==> config.mk <==
export PLATFORM = sky130hd
export DESIGN_NAME = seg7_scan_controller
export DESIGN_NICKNAME = d
export VERILOG_FILES = /design/src/rtl/seg7_scan_controller_pkg.sv /design/src/rtl/seg7_hex_decode.sv /design/src/rtl/seg7_scan_controller.sv
export SDC_FILE = /design/constraint.sdc
export NUM_CORES = 1
export LEC_CHECK = 0
export ABC_CLOCK_PERIOD_IN_PS = 3300
export CORE_MARGIN = 2
export CORE_UTILIZATION = 56
export CTS_CLUSTER_DIAMETER = 150
export DETAILED_ROUTE_END_ITERATION = 6
export HOLD_SLACK_MARGIN = 0.02
export PLACE_DENSITY_LB_ADDON = 0.25
export RECOVER_POWER = 25
export SETUP_SLACK_MARGIN = 0.02
export SLEW_MARGIN = 30
export SYNTH_ARGS = -nofsm -noshare
export SYNTH_HDL_FRONTEND = slang
export SYNTH_SLANG_ARGS = --single-unit
export TNS_END_PERCENT = 20
==> constraint.sdc <==
create_clock -name clk -period 3.3 [get_ports clk]
set_clock_uncertainty 0.05 [all_clocks]
set_input_delay 0.33 -clock clk [delete_from_list [all_inputs] [get_ports clk]]
set_output_delay 0.33 -clock clk [all_outputs]
set_load 0.03 [all_outputs]
==> src/rtl/seg7_scan_controller_pkg.sv <==
// Shared state encodings and hex segment table for the 7-segment scan controller.
package seg7_scan_controller_pkg;

  typedef enum logic [1:0] {
    SCAN_BLANK0 = 2'd0,
    SCAN_SHOW0  = 2'd1,
    SCAN_BLANK1 = 2'd2,
    SCAN_SHOW1  = 2'd3
  } scan_state_t;

  localparam logic [6:0] SEG_OFF = 7'b1111111;

  // Active-high {g,f,e,d,c,b,a} patterns; element n is hex digit n
  localparam logic [15:0][6:0] HEX_SEG = {
    7'h71, 7'h79, 7'h5E, 7'h39, 7'h7C, 7'h77, 7'h6F, 7'h7F,
    7'h07, 7'h7D, 7'h6D, 7'h66, 7'h4F, 7'h5B, 7'h06, 7'h3F
  };

endpackage

==> src/rtl/seg7_hex_decode.sv <==
// Combinational hex nibble to active-high {g..a} segment pattern.
module seg7_hex_decode
  import seg7_scan_controller_pkg::*;
(
  input  logic [3:0] i_nibble,
  output logic [6:0] o_pattern
);

  assign o_pattern = HEX_SEG[i_nibble];

endmodule

==> src/rtl/seg7_scan_controller.sv <==
// Scans an 8-bit value onto a dual-digit common-segment display with a blanked
// dead time per slot; accepted values wait in a pending register until frame start.
module seg7_scan_controller
  import seg7_scan_controller_pkg::*;
#(
  parameter int REFRESH_DIV = 25000,
  parameter int DEAD_CYCLES = 250
) (
  input  logic       clk,
  input  logic       rst,
  input  logic [7:0] value_in,
  input  logic       value_valid,
  output logic       value_ready,
  input  logic [1:0] blank,
  output logic       seg_a,
  output logic       seg_b,
  output logic       seg_c,
  output logic       seg_d,
  output logic       seg_e,
  output logic       seg_f,
  output logic       seg_g,
  output logic       seg_select,
  output logic       frame_tick
);

  localparam int CW = $clog2(REFRESH_DIV);
  localparam logic [CW-1:0] CNT_LAST  = CW'(REFRESH_DIV - 1);
  localparam logic [CW-1:0] DEAD_LAST = CW'(DEAD_CYCLES - 1);

  generate
    if (REFRESH_DIV < 2 || REFRESH_DIV > (1 << 20)) begin : g_bad_refresh_div
      $error("seg7_scan_controller: REFRESH_DIV out of range 2..2^20");
    end
    if (DEAD_CYCLES < 1 || DEAD_CYCLES >= REFRESH_DIV) begin : g_bad_dead_cycles
      $error("seg7_scan_controller: DEAD_CYCLES out of range 1..REFRESH_DIV-1");
    end
  endgenerate

  scan_state_t   r_state;
  scan_state_t   w_state_nxt;
  logic [CW-1:0] r_cnt;
  logic [7:0]    r_pend;
  logic [7:0]    r_disp;
  logic          r_rdy;
  logic          r_sel;
  logic          r_tick;
  logic [6:0]    r_seg;

  logic          w_slot_end;
  logic          w_dead_end;
  logic          w_show;
  logic          w_digit;
  logic          w_commit;
  logic          w_xfer;
  logic [3:0]    w_nibble;
  logic [6:0]    w_pattern;
  logic [6:0]    w_seg_nxt;

  always_comb begin
    w_slot_end  = (r_cnt == CNT_LAST);
    w_dead_end  = (r_cnt == DEAD_LAST);
    w_state_nxt = r_state;
    w_show      = 1'b0;
    w_digit     = 1'b0;
    case (r_state)
      SCAN_BLANK0: begin
        if (w_dead_end) w_state_nxt = SCAN_SHOW0;
      end
      SCAN_SHOW0: begin
        w_show = 1'b1;
        if (w_slot_end) w_state_nxt = SCAN_BLANK1;
      end
      SCAN_BLANK1: begin
        w_digit = 1'b1;
        if (w_dead_end) w_state_nxt = SCAN_SHOW1;
      end
      SCAN_SHOW1: begin
        w_show  = 1'b1;
        w_digit = 1'b1;
        if (w_slot_end) w_state_nxt = SCAN_BLANK0;
      end
      default: w_state_nxt = SCAN_BLANK0;
    endcase
  end

  assign w_commit  = (r_state == SCAN_BLANK0) && (r_cnt == '0);
  assign w_xfer    = value_valid && r_rdy;
  assign w_nibble  = w_digit ? r_disp[7:4] : r_disp[3:0];
  assign w_seg_nxt = (w_show && !blank[w_digit]) ? ~w_pattern : SEG_OFF;

  seg7_hex_decode u_hex (
    .i_nibble  (w_nibble),
    .o_pattern (w_pattern)
  );

  always_ff @(posedge clk or posedge rst) begin
    if (rst) begin
      r_state <= SCAN_BLANK0;
      r_cnt   <= '0;
    end else begin
      r_state <= w_state_nxt;
      r_cnt   <= w_slot_end ? '0 : r_cnt + 1'b1;
    end
  end

  // r_rdy doubles as "pending empty"; the commit edge frees it so the
  // frame_tick cycle can already accept the next value.
  always_ff @(posedge clk or posedge rst) begin
    if (rst) begin
      r_pend <= 8'h00;
      r_disp <= 8'h00;
      r_rdy  <= 1'b1;
      r_seg  <= SEG_OFF;
      r_sel  <= 1'b0;
      r_tick <= 1'b0;
    end else begin
      if (w_commit && !r_rdy) r_disp <= r_pend;
      if (w_xfer) r_pend <= value_in;
      if (w_xfer) begin
        r_rdy <= 1'b0;
      end else if (w_commit) begin
        r_rdy <= 1'b1;
      end
      r_seg  <= w_seg_nxt;
      r_sel  <= w_digit;
      r_tick <= w_commit;
    end
  end

  assign {seg_g, seg_f, seg_e, seg_d, seg_c, seg_b, seg_a} = r_seg;
  assign seg_select  = r_sel;
  assign frame_tick  = r_tick;
  assign value_ready = r_rdy;

endmodule
==> run metrics <==
status=complete, but fails checks; failing checks=capacitance limit, slew limit; commonest cells after routing, fill and taps aside=35 x dfrtp_1, 21 x clkdlybuf4s50_1, 18 x mux2_2; WP data arrival=3070 ps; routed via count=1,511; CTS tree=built; Die H=66.6 um; Worst-Margin Slew=2130 ps; crit path max fanout=9; Vias/cell=5.81; required time of the critical path=3450 ps; # port buffers=22; worst vdd ir=0.000190 V; Post-synth EDFFs=0; initial antenna violation count=0; Hold Crit Class=reg2reg; Core Util, Final=68.4%; GRT overflow=0; hold_buf cts=0; ANT nets after route=0; Die ar.=0.00444 mm^2; post-route setup TNS=0 ps; Yosys reg bits=43; Post-Syn Instances=186; router iterations before antenna repair=4; first-pass GRT wire length=6900 um; P_leak=0.00115 uW; TritonCTS Buffers=5; Finish-stage setup viols=0; post-route minimum period=2920 ps; clk_lat worst skew=290 ps; Hold Vio Cnt, Final=0; routability cong.=1.03; final WL=4190 um; delay of the slowest critical-path stage=570 ps; most common cell after layout, fill and taps aside=dfrtp_1; DRT iter0 DRCs=69; DR DRC count=0; Slew Viols, Final=44; Max Cap Violations=1; critical path class=reg2reg; Die Width=66.6 um; Core ar.=0.00372 mm^2; FILL cells=281; Worst-path clk slew=80 ps; Rel. slew slack=-42.3%; Fmax achieved=342 MHz; largest net degree at the start of global routing=44; PD cells=353 mW/mm^2; asr flop ratio synth=100%; Clock Tree Root=clkbuf_8; period utilization=88.5%; vias in the first global route=1,479; crit end category=flip-flop; RSZ-0062 raised after global routing=no; ratio of cells with drive above 1 in the final layout=17.9%; Ports=23; reg-to-reg setup timing slack=380 ps; cts repair resizes=0; cell area after synthesis=0.00220 mm^2; Setup Buffers After CTS=0; largest area contributor in the netlist=dfrtp_1; CTS Sinks=43; Detail Placement HPWL=3040 um; drt wl/cell=16.1 um; Synth Net Count=213; row count=22; Placed Cells=252; Area contributors post-synth=dfrtp_1 40%, dfstp_2 9.6%, mux2_2 9.2%, ha_1 8.0%, mux2i_1 2.7%; Syn-to-layout area delta=15.7%; library cells used by synthesis=41; Setup Slack @ Placement=389 ps; slowest CP cell=mux2i_1; ys flop type=dfrtp_1; Total GRT Usage=21.4%; Finished Layout Cells=260; startpoint types=flip-flop; setup ws final=379 ps; sequential share of the synthesized area=49.4%; Synth top area share=39.9%; Max Root-Sink Buffers=2; Yosys warnings=0; diode count=0; Nets=238; H-tree Lvls=2; Avg Synthesized Cell Area=11.8 um^2; Starting Density=59.1%; worst-path cell chain=inv_1 -> ha_1 -> nor2_1 -> mux2i_1 -> inv_1 -> ha_1 -> mux4_2 -> nand2b_1
[per-stage QoR]
stage | total power, uW | hold WS [ps] | cell area (um^2)
2_1_floorplan | 569 | 339 | 2200
3_3_place_gp | 588 | 435 | 2460
3_5_place_dp | 591 | 444 | 2460
4_1_cts | 903 | 425 | 2550
5_1_grt | 937 | 470 | 2540
6_report | 896 | 457 | 2540
[synthesized netlist by cell type, types with 2 or more instances]
cell type,count
nor2b_1,3
a21oi_1,4
xor2_1,6
dfstp_2,8
nor3_1,2
clkbuf_1,4
mux2_2,18
a22o_1,2
or4_4,2
dfrtp_1,35
or3_1,4
nor2_1,11
xnor2_1,5
nor4_1,3
ha_1,14
o221ai_1,4
o21ai_0,5
nand4_1,7
inv_1,10
mux2i_1,6
nand3_1,6
nand2_1,8
[power breakdown]
group / leakage, uW / total, uW / switching, uW / internal [uW]
logic: 0.000563 / 35.0 / 14.3 / 20.6
registers: 0.000546 / 544 / 5.75 / 538
clock network: 0.0000422 / 317 / 169 / 148
[worst max-delay path: cells and delay by family, from the launching register on]
family,cells,cell delay (ps)
mux,2,1050
fa+ha+maj,2,600
simple gates,2,470
flops,1,380
buf+inv,2,270
[state kept, by name, summed over array words and instances (netlist names)]
| signal | flops |
|---|---|
| r_seg | 7 |
| r_state | 2 |
| r_pend | 8 |
| value_ready | 1 |
| r_cnt | 15 |
| seg_select | 1 |
| frame_tick | 1 |
| r_disp | 8 |
[routing by layer]
layer	vias up	routed length [um]	global-route usage [%]
li1	715	-	-
met1	740	1750	24.6
met2	40	2150	35.8
met3	16	166	7.09
met4	0	117	10.5
met5	-	0	0
[final timing paths]
path	to	from	cells after the start
min in group asynchronous	r_cnt[12]	rst	3
hold / removal	r_pend[4]	r_pend[4]	1
setup reg to reg	r_seg[3]	r_state[0]	8
setup / recovery	r_seg[3]	r_state[0]	8
max in group asynchronous	r_disp[5]	rst	3
hold reg to reg	r_pend[4]	r_pend[4]	1
[final cells by class]
class,count,area [um^2],area share (%)
well taps,48,60.1,2.36
multi-input cells,128,1050,41.4
clock buffers,7,76.3,3.00
repair buffers,23,224,8.81
inverters,10,37.5,1.48
clock inverters,1,5.00,0.197
flip-flops and latches,43,1090,42.7
[cells by family after synthesis]
logic type / Yosys count / share of synthesized area (%)
and+or+nand+nor: 57 / 16.1
DFF: 43 / 49.4
muxes: 25 / 13.0
AOI/OAI and AO/OA: 21 / 6.49
buffers and inverters: 15 / 2.62
adders and majority gates: 14 / 7.97
xor gates and xnor gates: 11 / 4.38
No activity file was read; power rests on OpenSTA's default activity.
